$ cat config.mk
export PLATFORM = sky130hd
export DESIGN_NAME = sr_jk_t_using_d
export DESIGN_NICKNAME = d
export VERILOG_FILES = /design/src/rtl/ff_conv_pkg.sv /design/src/rtl/exc_to_d.sv /design/src/rtl/sr_jk_t_using_d.sv
export SDC_FILE = /design/constraint.sdc
export NUM_CORES = 1
export LEC_CHECK = 0
export ABC_AREA = 0
export ABC_CLOCK_PERIOD_IN_PS = 5500
export BUFFER_PORTS_ARGS = -buffer_cell sky130_fd_sc_hd__buf_2
export CAP_MARGIN = 20
export CORE_MARGIN = 2
export CORE_UTILIZATION = 45
export CTS_BUF_LIST = sky130_fd_sc_hd__clkbuf_4 sky130_fd_sc_hd__clkbuf_8
export CTS_CLUSTER_SIZE = 25
export DETAILED_ROUTE_END_ITERATION = 16
export PLACE_DENSITY = 0.78
export RECOVER_POWER = 25
export REMOVE_ABC_BUFFERS = 1
export SLEW_MARGIN = 20
export SYNTH_ARGS = -nofsm -noshare
export SYNTH_HDL_FRONTEND = slang
export SYNTH_SLANG_ARGS = --single-unit
$ cat constraint.sdc
create_clock -name clk -period 5.5 [get_ports clk]
set_clock_uncertainty 0.15 [all_clocks]
set_input_delay 0.825 -clock clk [delete_from_list [all_inputs] [get_ports clk]]
set_output_delay 0.825 -clock clk [all_outputs]
set_load 0.01 [all_outputs]
$ cat src/rtl/ff_conv_pkg.sv
// ============================================================================
// ff_conv_pkg : mode encodings and FSM state type for the flop-conversion core
// Rev 1.0
// ============================================================================
`default_nettype none

package ff_conv_pkg;

   localparam logic [1:0] MODE_D  = 2'b00;
   localparam logic [1:0] MODE_SR = 2'b01;
   localparam logic [1:0] MODE_JK = 2'b10;
   localparam logic [1:0] MODE_T  = 2'b11;

   typedef enum logic [0:0] {
      ST_RUN    = 1'b0,
      ST_LOCKED = 1'b1
   } ff_state_t;

endpackage

`default_nettype wire

$ cat src/rtl/exc_to_d.sv
// ============================================================================
// exc_to_d : one-bit excitation (D/SR/JK/T) to D next-state converter
// Rev 1.0
// ============================================================================
`default_nettype none

module exc_to_d
   import ff_conv_pkg::*;
(
   input  logic [1:0] mode,
   input  logic       a,
   input  logic       b,
   input  logic       q,
   output logic       d_next,
   output logic       bad
);

   always_comb begin
      d_next = q;
      bad    = 1'b0;
      case (mode)
         MODE_D:  d_next = a;
         MODE_SR: begin
            // S=R=1 holds the bit so the register never goes unknown
            case ({a, b})
               2'b01:   d_next = 1'b0;
               2'b10:   d_next = 1'b1;
               default: d_next = q;
            endcase
            bad = a & b;
         end
         MODE_JK: begin
            case ({a, b})
               2'b01:   d_next = 1'b0;
               2'b10:   d_next = 1'b1;
               2'b11:   d_next = ~q;
               default: d_next = q;
            endcase
         end
         default: d_next = a ? ~q : q;
      endcase
   end

endmodule

`default_nettype wire

$ cat src/rtl/sr_jk_t_using_d.sv
// ============================================================================
// sr_jk_t_using_d : D-flop register bank driven by D/SR/JK/T excitation, with
// illegal-SR detection and saturating counters. FF_LOCK_ON_ERR_EN adds LOCKED.
// Rev 1.0
// ============================================================================
`default_nettype none

module sr_jk_t_using_d
   import ff_conv_pkg::*;
#(
   parameter int WIDTH = 4,
   parameter int CNT_W = 8
) (
   input  logic             clk,
   input  logic             reset,
   input  logic             en,
   input  logic [1:0]       mode,
   input  logic [WIDTH-1:0] a,
   input  logic [WIDTH-1:0] b,
   input  logic             err_clr,
   output logic [WIDTH-1:0] q,
   output logic [WIDTH-1:0] qbar,
   output logic             illegal,
   output logic             err_sticky,
   output logic [CNT_W-1:0] viol_cnt,
   output logic [CNT_W-1:0] chg_cnt
);

   localparam logic [CNT_W-1:0] c_cnt_max = '1;
   localparam logic [CNT_W-1:0] c_cnt_one = CNT_W'(1);

   logic [WIDTH-1:0] r_q;
   logic             r_illegal;
   logic             r_err;
   logic [CNT_W-1:0] r_viol;
   logic [CNT_W-1:0] r_chg;
   ff_state_t        r_state;

   logic [WIDTH-1:0] w_d_next;
   logic [WIDTH-1:0] w_bad;
   logic             w_upd;
   logic             w_illegal;
   logic             w_changed;

   generate
      for (genvar i = 0; i < WIDTH; i++) begin : g_bit
         exc_to_d u_exc (
            .mode   (mode),
            .a      (a[i]),
            .b      (b[i]),
            .q      (r_q[i]),
            .d_next (w_d_next[i]),
            .bad    (w_bad[i])
         );
      end
   endgenerate

   assign w_upd     = en && (r_state == ST_RUN);
   assign w_illegal = w_upd && (|w_bad);
   assign w_changed = w_upd && (w_d_next != r_q);

   always_ff @(posedge clk or negedge reset) begin
      if (!reset) begin
         r_q       <= '0;
         r_illegal <= 1'b0;
         r_err     <= 1'b0;
         r_viol    <= '0;
         r_chg     <= '0;
         r_state   <= ST_RUN;
      end else begin
         r_illegal <= w_illegal;

         if (w_upd) begin
            r_q <= w_d_next;
         end

         if (w_changed && (r_chg != c_cnt_max)) begin
            r_chg <= r_chg + c_cnt_one;
         end

         // A concurrent illegal event beats err_clr: the count restarts at one
         if (w_illegal) begin
            r_err <= 1'b1;
            if (err_clr) begin
               r_viol <= c_cnt_one;
            end else if (r_viol != c_cnt_max) begin
               r_viol <= r_viol + c_cnt_one;
            end
         end else if (err_clr) begin
            r_err  <= 1'b0;
            r_viol <= '0;
         end

`ifdef FF_LOCK_ON_ERR_EN
         case (r_state)
            ST_RUN:    if (w_illegal) r_state <= ST_LOCKED;
            ST_LOCKED: if (err_clr)   r_state <= ST_RUN;
            default:   r_state <= ST_RUN;
         endcase
`else
         r_state <= ST_RUN;
`endif
      end
   end

   assign q          = r_q;
   assign qbar       = ~r_q;
   assign illegal    = r_illegal;
   assign err_sticky = r_err;
   assign viol_cnt   = r_viol;
   assign chg_cnt    = r_chg;

endmodule

`default_nettype wire

==> results of run 1 <==
Yosys cell counts (all sizes together), types with 4 or more instances:
library cell | n | area, sq um
xor2 | 8 | 70.1
a21oi | 7 | 35.0
nor2 | 23 | 93.8
dfrtp | 22 | 551
inv | 13 | 48.8
nand2 | 16 | 60.1
o21ai | 9 | 45.0
a31oi | 4 | 25.0
ha | 10 | 125
mux2i | 6 | 60.1
buf | 9 | 62.6
nand3 | 11 | 55.1
xnor2 | 5 | 43.8
kinds of logic after synthesis:
| logic type | after synthesis | share of synthesized area |
|---|---|---|
| AOI/OAI and AO/OA | 41 | 0.182 |
| muxes | 7 | 0.0446 |
| and+or+nand+nor | 67 | 0.207 |
| buffers and inverters | 23 | 0.0720 |
| xor gates and xnor gates | 13 | 0.0713 |
| adders and majority gates | 10 | 0.0783 |
| DFF | 22 | 0.345 |
worst max-delay path: stages:
cell,delay [ns]
buf_2,0.13
ha_1,0.33
nand2b_1,0.17
a21oi_1,0.15
a2bb2oi_1,0.19
o21a_2,0.19
nor2_4,0.07
nor4_4,0.27
xor2_1,0.17
metal layers:
metal	vias up	part of all wire	routed length, um
met2	27	0.48	1580
met1	640	0.47	1550
met5	-	0	0
li1	711	-	-
met3	2	0.045	149
met4	0	0.0052	17
power groups by stage:
stage	registers (mW)	logic, mW	clock network, mW
global route	0.254	0.227	0.0820
CTS	0.246	0.205	0.0753
finish	0.247	0.202	0.0712
global placement	0.249	0.197	0
detailed placement	0.249	0.199	0
floorplan	0.257	0.111	0
registers in the layout, indices dropped and copies added (netlist names):
| signal | cells |
|---|---|
| chg_cnt | 8 |
| viol_cnt | 8 |
| q | 4 |
| err_sticky | 1 |
| illegal | 1 |
worst max-delay path by stage:
stage	start	slack, ns	depth (start not counted)	to
2_1_floorplan	b[3]	3.00	9	chg_cnt[7]
3_3_place_gp	a[1]	2.77	8	chg_cnt[1]
3_5_place_dp	a[1]	2.77	8	chg_cnt[1]
4_1_cts	a[1]	3.09	8	chg_cnt[1]
5_1_grt	a[1]	2.98	8	chg_cnt[1]
6_report	a[3]	3.08	9	chg_cnt[7]
cell type report:
type                    instances  area [sq um]
clock buffers                   3          22.5
fillers                       354          1560
inverters                      13          48.8
multi-input cells             138           932
flip-flops and latches         22           551
well taps                      46          57.6
repair buffers                 39           194
through the flow:
stage          hold WS (ns)  power (mW)  instance area [sq um]
2_1_floorplan         0.379       0.368                   1530
3_3_place_gp          0.365       0.445                   1780
3_5_place_dp          0.358       0.448                   1780
4_1_cts               0.332       0.527                   1810
5_1_grt               0.404       0.563                   1810
6_report              0.372       0.519                   1810
==> flow_summary.yaml, run 1 <==
worst_setup_path:
  endpoint_kind: "flip-flop"
  crit_required_ns: 5.58
  rr_startpoint: "chg_cnt[0]"
  timing.critical_path.arrival_ns: 2.51
  worstReg2RegEnd: "chg_cnt[1]"
  setup.reg_to_reg.worst_slack_ns: 3.31
  setup.worst_path.class: "input pin to flip-flop"
  critical_path_peak_fanout: 6
  start_kind: "input pin"
  worst_r2r_path_depth: 7
job:
  cap_violations: 0
sta:
  timing.max_slew.rel_slack: 0.225
  worst_slack_ns: 3.08
  maxClockFrequency_mhz: 413
  tightest_slew_ns: 1.16
  hold_violations: 0
  period_utilization_post_route: 0.441
  post-route-min-period_ns: 2.42
  rsz_0062_raised_after_global_routing: "no"
  totalNegativeSetupSlack_ns: 0
  number_of_slew_limit_violations_in_the_final_report: 0
  setup_violations: 0
pwr:
  power_switching_share: 0.396
  max-vdd-ir-drop_v: 0.000258
  internal-power_mw: 0.314
  p_leak_nw: 0.882
  p_switching_mw: 0.206
  power_density_nw_per_um2: 288
  p_comb_frac: 0.388
  seq_power_share: 0.475
  clock_power_share: 0.137
global_route:
  grtUsageTotal: 0.178
  grt_pass1_wl_um: 5770
  via_count_of_the_first_global_routing_pass: 1258
  grt_max_degree: 23
  global_route.overflow_total: 0
  globalRouteMet3Util: 0.0429
  grt.met2_usage: 0.297
  antenna_found_initial: 0
  use_met1: 0.237
  global_route.peak_usage_layer: "met2"
cells_and_area:
  layout.nets: 241
  final_common_cell: "buf_2"
  layout_cell_share_with_drive_strength_beyond_1: 0.228
  post-route-util: 0.537
  layout.cells.most_common_list: "38 x buf_2, 22 x nor2_1, 22 x dfrtp_1, 16 x nand2_1, 12 x inv_1"
  area_growth_pct: 13.0
  final_cells: 261
  insertedDiodeCount: 0
routing:
  route.detailed.wl_per_inst_um: 12.6
  drt-total-wl_um: 3300
  route.detailed.drc: 0
  remaining_number_of_nets_flagged_by_the_antenna_check_after_routing: 0
  total_iterations_of_the_first_detailed_routing_run: 5
  vias: 1380
  via_per_inst: 5.29
  first_iter_violations: 74
die:
  chipWidth_um: 63.6
  initial_core_util: 0.475
  fp.dieArea_sq_um: 4040
  core_region_area_sq_um: 3360
  floorplan.io_pins: 40
  fp.dieH_um: 63.6
  cell_row_count: 21
status:
  status: "complete, no violations"
placement:
  place.detailed.instances: 258
  portBuffers: 39
  dp_worst_setup_slack_ns: 2.77
  hpwlAfterDp_um: 2430
  place_congestion: 0.807
yosys:
  synth.distinct_cells: 45
  synth-main-ff-cell: "dfrtp_1"
  synth_enable_flop_cells: 0
  ys.warnings.count: 0
  synth-seq-cells: 22
  yosysSeqAreaShare: 0.345
  syn-cell-area_sq_um: 1600
  syn-mean-instance-area_sq_um: 8.73
  netlist_instances: 183
  async_reset_ff_frac: 1.00
clock_network:
  post_cts_hold_buffers: 0
  worstSkewPairLatency_ns: 0.30
  clock_pin_slew_reported_for_the_worst_setup_and_hold_paths_after_clock_tree_synthesis_ns: 0.11
  post_cts_setup_buffer_count: 0
  ctsRootBufferMaster: "clkbuf_4"
  cts_made_buffers: 3
  cts_tree: "done"
  maximum_count_of_clock_buffers_along_a_single_path: 2
  cts-resized-gates: 0
  cts.sink_count: 22
  htree_num_levels: 1
hold_path:
  hold_depth: 2
  min_path_type: "flip-flop to flip-flop"
  hold_end: "err_sticky"
  worstHoldStart: "err_sticky"
Note: power is estimated with default switching activity, not from simulation.
==> inputs of run 2 (changes only) <==
--- a/config.mk
+++ b/config.mk
@@ -5,8 +5,8 @@
 export SDC_FILE = /design/constraint.sdc
 export NUM_CORES = 1
 export LEC_CHECK = 0
-export ABC_AREA = 0
-export ABC_CLOCK_PERIOD_IN_PS = 5500
+export ABC_AREA = 1
+export ABC_CLOCK_PERIOD_IN_PS = 2200
 export BUFFER_PORTS_ARGS = -buffer_cell sky130_fd_sc_hd__buf_2
 export CAP_MARGIN = 20
 export CORE_MARGIN = 2
@@ -14,7 +14,7 @@
 export CTS_BUF_LIST = sky130_fd_sc_hd__clkbuf_4 sky130_fd_sc_hd__clkbuf_8
 export CTS_CLUSTER_SIZE = 25
 export DETAILED_ROUTE_END_ITERATION = 16
-export PLACE_DENSITY = 0.78
+export PLACE_DENSITY = 0.81
 export RECOVER_POWER = 25
 export REMOVE_ABC_BUFFERS = 1
 export SLEW_MARGIN = 20
==> constraint.sdc (replaced) <==
create_clock -name clk -period 2.2 [get_ports clk]
set_clock_uncertainty 0.15 [all_clocks]
set_input_delay 0.33 -clock clk [delete_from_list [all_inputs] [get_ports clk]]
set_output_delay 0.33 -clock clk [all_outputs]
set_load 0.01 [all_outputs]
==> run 2 against run 1 <==
  * Largest cell class unchanged
  * Clock-buffer cell count did not move
  * Sequential cell count did not move
  * Critical endpoint is now viol_cnt[3]
  * Non-clock buffer count rose by 1
  * Design area rose by 6.2%
  * Synthesized cell count rose by 27%
  * Global-route usage barely moved
  * Die area rose by 2.1%
  * Cell count rose by 21%
  * First-iteration DRC count rose by 15%
  * Sequential power rose by 120%
  * Routed wire length rose by 3.0%
  * Area after synthesis rose by 2.2%
==> flow_summary.yaml, run 2 <==
placement:
  place.detailed.instances: 312
  portBuffers: 39
  hpwlAfterDp_um: 2620
  place_congestion: 0.851
  placement.cell_area_sq_um: 1850
pwr:
  power_density_nw_per_um2: 650
  p_leak_nw: 1.09
  max-vdd-ir-drop_v: 0.000666
worst_setup_path:
  critical_path_peak_fanout: 10
  worstPathCellList: "ha_1, nand2_1, nor2_1, nand2_1, nor2_1, nand4_1, nand2_2, inv_1, o21ai_0, o21a_1"
  worstReg2RegEnd: "viol_cnt[3]"
  maximum_single_stage_delay_on_the_critical_path_ns: 0.42
  endpoint_kind: "flip-flop"
  worst_r2r_path_depth: 10
  critical_path.slowest_cell: "dfrtp_1"
  crit_required_ns: 2.31
  rr_startpoint: "viol_cnt[0]"
  start_kind: "flip-flop"
  setup.worst_path.class: "flip-flop to flip-flop"
  timing.critical_path.arrival_ns: 2.02
  setup.reg_to_reg.worst_slack_ns: 0.29
yosys:
  commonest_cells_in_the_netlist: "78 x nand2_1, 33 x inv_1, 22 x dfrtp_1"
  yosysSeqAreaShare: 0.337
  yosys.area.top_type: "dfrtp_1"
  ys.warnings.count: 0
  async_reset_ff_frac: 1.00
  ys_top_cells_by_area: "dfrtp_1 34%, nand2_1 18%, ha_1 7.7%, inv_1 7.6%, nand3_1 6.4%"
  synth-main-ff-cell: "dfrtp_1"
  syn-cell-area_sq_um: 1630
  netlist_instances: 232
  synth_most_common_cell: "nand2_1"
  netlist.area_leader.share: 0.337
  synth_enable_flop_cells: 0
  synth-seq-cells: 22
  synth.distinct_cells: 27
  syn-mean-instance-area_sq_um: 7.04
sta:
  number_of_slew_limit_violations_in_the_final_report: 0
  tightest_slew_ns: 1.16
  rsz_0062_raised_after_global_routing: "no"
  period_utilization_post_route: 0.869
  post-route-min-period_ns: 1.91
  timing.max_slew.rel_slack: 0.228
  hold_violations: 0
  holdWs_ns: 0.0554
  maxClockFrequency_mhz: 523
  setup_violations: 0
  totalNegativeSetupSlack_ns: 0
routing:
  remaining_number_of_nets_flagged_by_the_antenna_check_after_routing: 0
  vias: 1562
  total_iterations_of_the_first_detailed_routing_run: 4
  route.detailed.wl_per_inst_um: 10.7
  drt-total-wl_um: 3400
  via_per_inst: 4.93
  first_iter_violations: 85
  route.detailed.drc: 0
hold_path:
  hold_depth: 2
  hold_end: "viol_cnt[7]"
  worstHoldStart: "err_clr"
  min_path_type: "input pin to flip-flop"
status:
  status: "complete, no violations"
cells_and_area:
  insertedDiodeCount: 0
  layout.cells.most_common_list: "78 x nand2_1, 37 x buf_2, 33 x inv_1, 22 x dfrtp_1, 21 x nand3_1"
  layout.cell_area.non_filler_sq_um: 1920
  multiInputGateArea_sq_um: 916
  layout.nets: 296
  final_cells: 317
  fillers: 343
  final_common_cell: "nand2_1"
  area_growth_pct: 17.5
  ff_latch_area_sq_um: 551
  layout_cell_share_with_drive_strength_beyond_1: 0.210
clock_network:
  cts.sink_count: 22
  ctsRootBufferMaster: "clkbuf_4"
  worstSkewPairLatency_ns: 0.31
  post_cts_setup_buffer_count: 0
  cts_made_buffers: 3
  cts_tree: "done"
  clock_pin_slew_reported_for_the_worst_setup_and_hold_paths_after_clock_tree_synthesis_ns: 0.13
  htree_num_levels: 1
  maximum_count_of_clock_buffers_along_a_single_path: 2
die:
  initial_core_util: 0.478
  fp.dieArea_sq_um: 4130
  fp.dieH_um: 64.2
  cell_row_count: 21
  core_region_area_sq_um: 3420
  floorplan.io_pins: 40
  chipWidth_um: 64.2
job:
  cap_violations: 0
global_route:
  grtUsageTotal: 0.178
  grt_max_degree: 23
  antenna_found_initial: 0
  global_route.overflow_total: 0
  grt_pass1_wl_um: 5930
  via_count_of_the_first_global_routing_pass: 1375
## run 2: power breakdown
| group | internal [mW] | total, mW | switching, mW | leakage (nW) |
|---|---|---|---|---|
| Clock | 0.184 | 0.310 | 0.126 | 0.0279 |
| Sequential | 0.457 | 0.532 | 0.0750 | 0.293 |
| Combinational | 0.162 | 0.405 | 0.243 | 0.765 |
## run 2: routing by layer
metal / vias up / part of all wire / track usage
met5: - / 0 / 0
li1: 819 / - / -
met2: 40 / 0.45 / 0.299
met3: 4 / 0.054 / 0.0423
met1: 699 / 0.49 / 0.233
met4: 0 / 0.0079 / 0.0346
## run 2: final cells by class
cell class                      count  share of cell area
Clock inverter                      1              0.0157
Multi-Input combinational cell    168               0.477
Clock buffer                        3              0.0117
Timing Repair Buffer               40               0.106
Tap cell                           46              0.0300
Sequential cell                    22               0.287
Inverter                           37              0.0724
## run 2: cells by family after synthesis
kind of cell	share of synthesized area
and+or+nand+nor	0.370
buffers and inverters	0.106
AOI/OAI and AO/OA	0.0782
DFF	0.337
adders and majority gates	0.0766
xor gates and xnor gates	0.0322
## run 2: critical path, delay by kind of cell (launching register included)
kind / cells / cell delay [ns]
buffers and inverters: 1 / 0.10
flip-flops: 1 / 0.42
AO/OA/AOI/OAI: 2 / 0.23
AND/OR/NAND/NOR: 6 / 0.76
adder cells (fa/ha/maj): 1 / 0.19
## run 2: worst max path at each step
stage / startpoint / to / slack [ns] / cells after the start
2_1_floorplan: chg_cnt[0] / chg_cnt[7] / 0.44 / 7
3_3_place_gp: a[2] / chg_cnt[7] / 0.28 / 14
3_5_place_dp: a[2] / chg_cnt[6] / 0.23 / 14
4_1_cts: chg_cnt[0] / chg_cnt[6] / 0.19 / 7
5_1_grt: viol_cnt[1] / viol_cnt[3] / 0.02 / 10
6_report: viol_cnt[0] / viol_cnt[3] / 0.29 / 10
## run 2: what timing repair did
item	4_1_cts	5_1_grt
hold endpoints to repair	22	0
resized for setup	0	1
hold buffers	1	0
setup endpoints to repair	0	1
## run 2: through the flow
stage                     worst slack [ns]   util  power, mW
after global placement               0.275  0.542      0.928
final                                0.289  0.562       1.25
after detailed placement             0.234  0.542      0.938
after global routing                0.0241  0.562       1.34
after CTS                            0.191  0.560       1.26
after floorplan                      0.437      -      0.790
==> inputs of run 3 (changes only) <==
--- a/config.mk
+++ b/config.mk
@@ -14,7 +14,8 @@
 export CTS_BUF_LIST = sky130_fd_sc_hd__clkbuf_4 sky130_fd_sc_hd__clkbuf_8
 export CTS_CLUSTER_SIZE = 25
 export DETAILED_ROUTE_END_ITERATION = 16
-export PLACE_DENSITY = 0.81
+export HOLD_SLACK_MARGIN = 0.15
+export PLACE_DENSITY = 0.72
 export RECOVER_POWER = 25
 export REMOVE_ABC_BUFFERS = 1
 export SLEW_MARGIN = 20
==> run 3 against run 2 <==
  * Clock-buffer cell count unchanged
  * Register-to-register slack got worse by 0.097 ns
  * Worst hold slack gained 0.17 ns
  * Clock power hardly changed
  * First-iteration DRC count up 3.5%
  * Die area is the same
  * Cell count increased by 0.32%
  * Largest cell class unchanged
  * Largest power group unchanged
  * Highest routed layer unchanged
==> flow_summary.yaml, run 3 (synthesis results as in run 2) <==
hold_path:
  worstHoldStart: "en"
  hold_depth: 3
  min_path_type: "input pin to flip-flop"
  hold_end: "chg_cnt[2]"
worst_setup_path:
  timing.critical_path.arrival_ns: 2.11
  worst-path-buf-inv: 0
  crit_required_ns: 2.31
  worstReg2RegEnd: "chg_cnt[0]"
  setup.worst_path.class: "flip-flop to flip-flop"
  critical_path.most_common_cell: "nand2_1"
  maximum_single_stage_delay_on_the_critical_path_ns: 0.45
  critical_path_peak_fanout: 7
  critical_path.slowest_cell: "nor4_1"
  setup.reg_to_reg.worst_slack_ns: 0.19
  critical-path-top-delay-family: "simple AND/OR/NAND/NOR gates"
  worstPathCellList: "ha_1, nand3_1, nor4_1, nand2_2, nand3_4, nand2_1, nand2_1"
  worst_r2r_path_depth: 7
  endpoint_kind: "flip-flop"
  start_kind: "flip-flop"
  rr_startpoint: "chg_cnt[0]"
sta:
  post-route-min-period_ns: 2.01
  totalNegativeSetupSlack_ns: 0
  tightest_slew_ns: 1.15
  number_of_slew_limit_violations_in_the_final_report: 0
  period_utilization_post_route: 0.913
  setup_violations: 0
  worst_slack_ns: 0.192
  maxClockFrequency_mhz: 498
  hold_violations: 0
  timing.max_slew.rel_slack: 0.231
  holdWs_ns: 0.226
  rsz_0062_raised_after_global_routing: "no"
clock_network:
  cts.sink_count: 22
  cts_made_buffers: 3
  cts-resized-gates: 0
  worstSkewPairLatency_ns: 0.31
  htree_num_levels: 1
  maximum_count_of_clock_buffers_along_a_single_path: 2
  cts_tree: "done"
  clock_pin_slew_reported_for_the_worst_setup_and_hold_paths_after_clock_tree_synthesis_ns: 0.13
  ctsRootBufferMaster: "clkbuf_4"
global_route:
  via_count_of_the_first_global_routing_pass: 1432
  grt_max_degree: 23
  grt_pass1_wl_um: 6100
  global_route.overflow_total: 0
  grtUsageTotal: 0.185
  antenna_found_initial: 0
cells_and_area:
  layout_cell_share_with_drive_strength_beyond_1: 0.210
  area_growth_pct: 17.8
  layout.cells.most_common_list: "78 x nand2_1, 38 x buf_2, 33 x inv_1, 22 x dfrtp_1, 21 x nand3_1"
  layout.nets: 297
  insertedDiodeCount: 0
  fillers: 342
  final_common_cell: "nand2_1"
job:
  cap_violations: 0
die:
  fp.dieH_um: 64.2
  chipWidth_um: 64.2
  initial_core_util: 0.478
  fp.dieArea_sq_um: 4130
  cell_row_count: 21
  core_region_area_sq_um: 3420
  floorplan.io_pins: 40
status:
  status: "complete, no violations"
pwr:
  power_density_nw_per_um2: 648
  max-vdd-ir-drop_v: 0.000487
  p_leak_nw: 1.09
routing:
  drt-total-wl_um: 3370
  route.detailed.drc: 0
  first_iter_violations: 88
  route.detailed.wl_per_inst_um: 10.6
  remaining_number_of_nets_flagged_by_the_antenna_check_after_routing: 0
  total_iterations_of_the_first_detailed_routing_run: 4
  via_per_inst: 4.84
  vias: 1540
placement:
  portBuffers: 39
  hpwlAfterDp_um: 2610
  place_congestion: 0.788
  dp_worst_setup_slack_ns: 0.240
-- run 3: cell types whose count changed in the layout (fill, tap and decap cells not counted), sizes merged --
cell,previous run,this run
buf,37,38
clkbuf,5,4
dlygate4sd3,1,2
-- run 3: tightest hold or removal path: cells and delay by family --
| kind | cells | cell delay, ns |
|---|---|---|
| simple gates | 2 | 0.16 |
| buf+inv | 1 | 0.18 |
-- run 3: worst max path at each step --
stage                     cells after the start  slack, ns     endpoint   startpoint
after floorplan                               7       0.44   chg_cnt[7]   chg_cnt[0]
after global placement                        7       0.25   chg_cnt[0]   chg_cnt[0]
after detailed placement                     14       0.24   chg_cnt[2]         a[2]
after CTS                                     7       0.22   chg_cnt[0]   chg_cnt[0]
after global routing                         10       0.05  viol_cnt[3]  viol_cnt[0]
final                                         7       0.19   chg_cnt[0]   chg_cnt[0]
-- run 3: cell type report --
| cell class | instances | area (sq um) | area share |
|---|---|---|---|
| inverter | 37 | 139 | 0.0722 |
| multi-input combinational | 168 | 910 | 0.473 |
| tap | 46 | 57.6 | 0.0299 |
| sequential | 22 | 551 | 0.286 |
| clock inverter | 1 | 30.0 | 0.0156 |
| timing repair buffer | 41 | 214 | 0.111 |
| clock buffer | 3 | 22.5 | 0.0117 |
-- run 3: timing repair --
item	CTS	global route
endpoints found under the hold margin	23	0
setup buffers	0	0
hold buffers	2	0
-- run 3: report_power, final --
group / internal (mW) / leakage, nW / switching (mW)
sequential: 0.457 / 0.293 / 0.0738
combinational: 0.162 / 0.772 / 0.240
clock: 0.184 / 0.0279 / 0.128
total: 0.804 / 1.09 / 0.442
-- run 3: through the flow --
| stage | total power, mW | std cells | cell area [sq um] | util |
|---|---|---|---|---|
| after floorplan | 0.790 | 227 | 1600 | - |
| after global placement | 0.934 | 312 | 1850 | 0.542 |
| after detailed placement | 0.943 | 312 | 1850 | 0.542 |
| after CTS | 1.26 | 318 | 1920 | 0.563 |
| after global routing | 1.34 | 318 | 1920 | 0.563 |
| final | 1.25 | 318 | 1920 | 0.563 |
-- run 3: metal layers --
metal	global-route usage	vias to the layer above	share of wire
li1	-	821	-
met1	0.236	679	0.46
met2	0.313	38	0.48
met3	0.0440	2	0.055
met4	0.0479	0	0.0071
met5	0	-	0
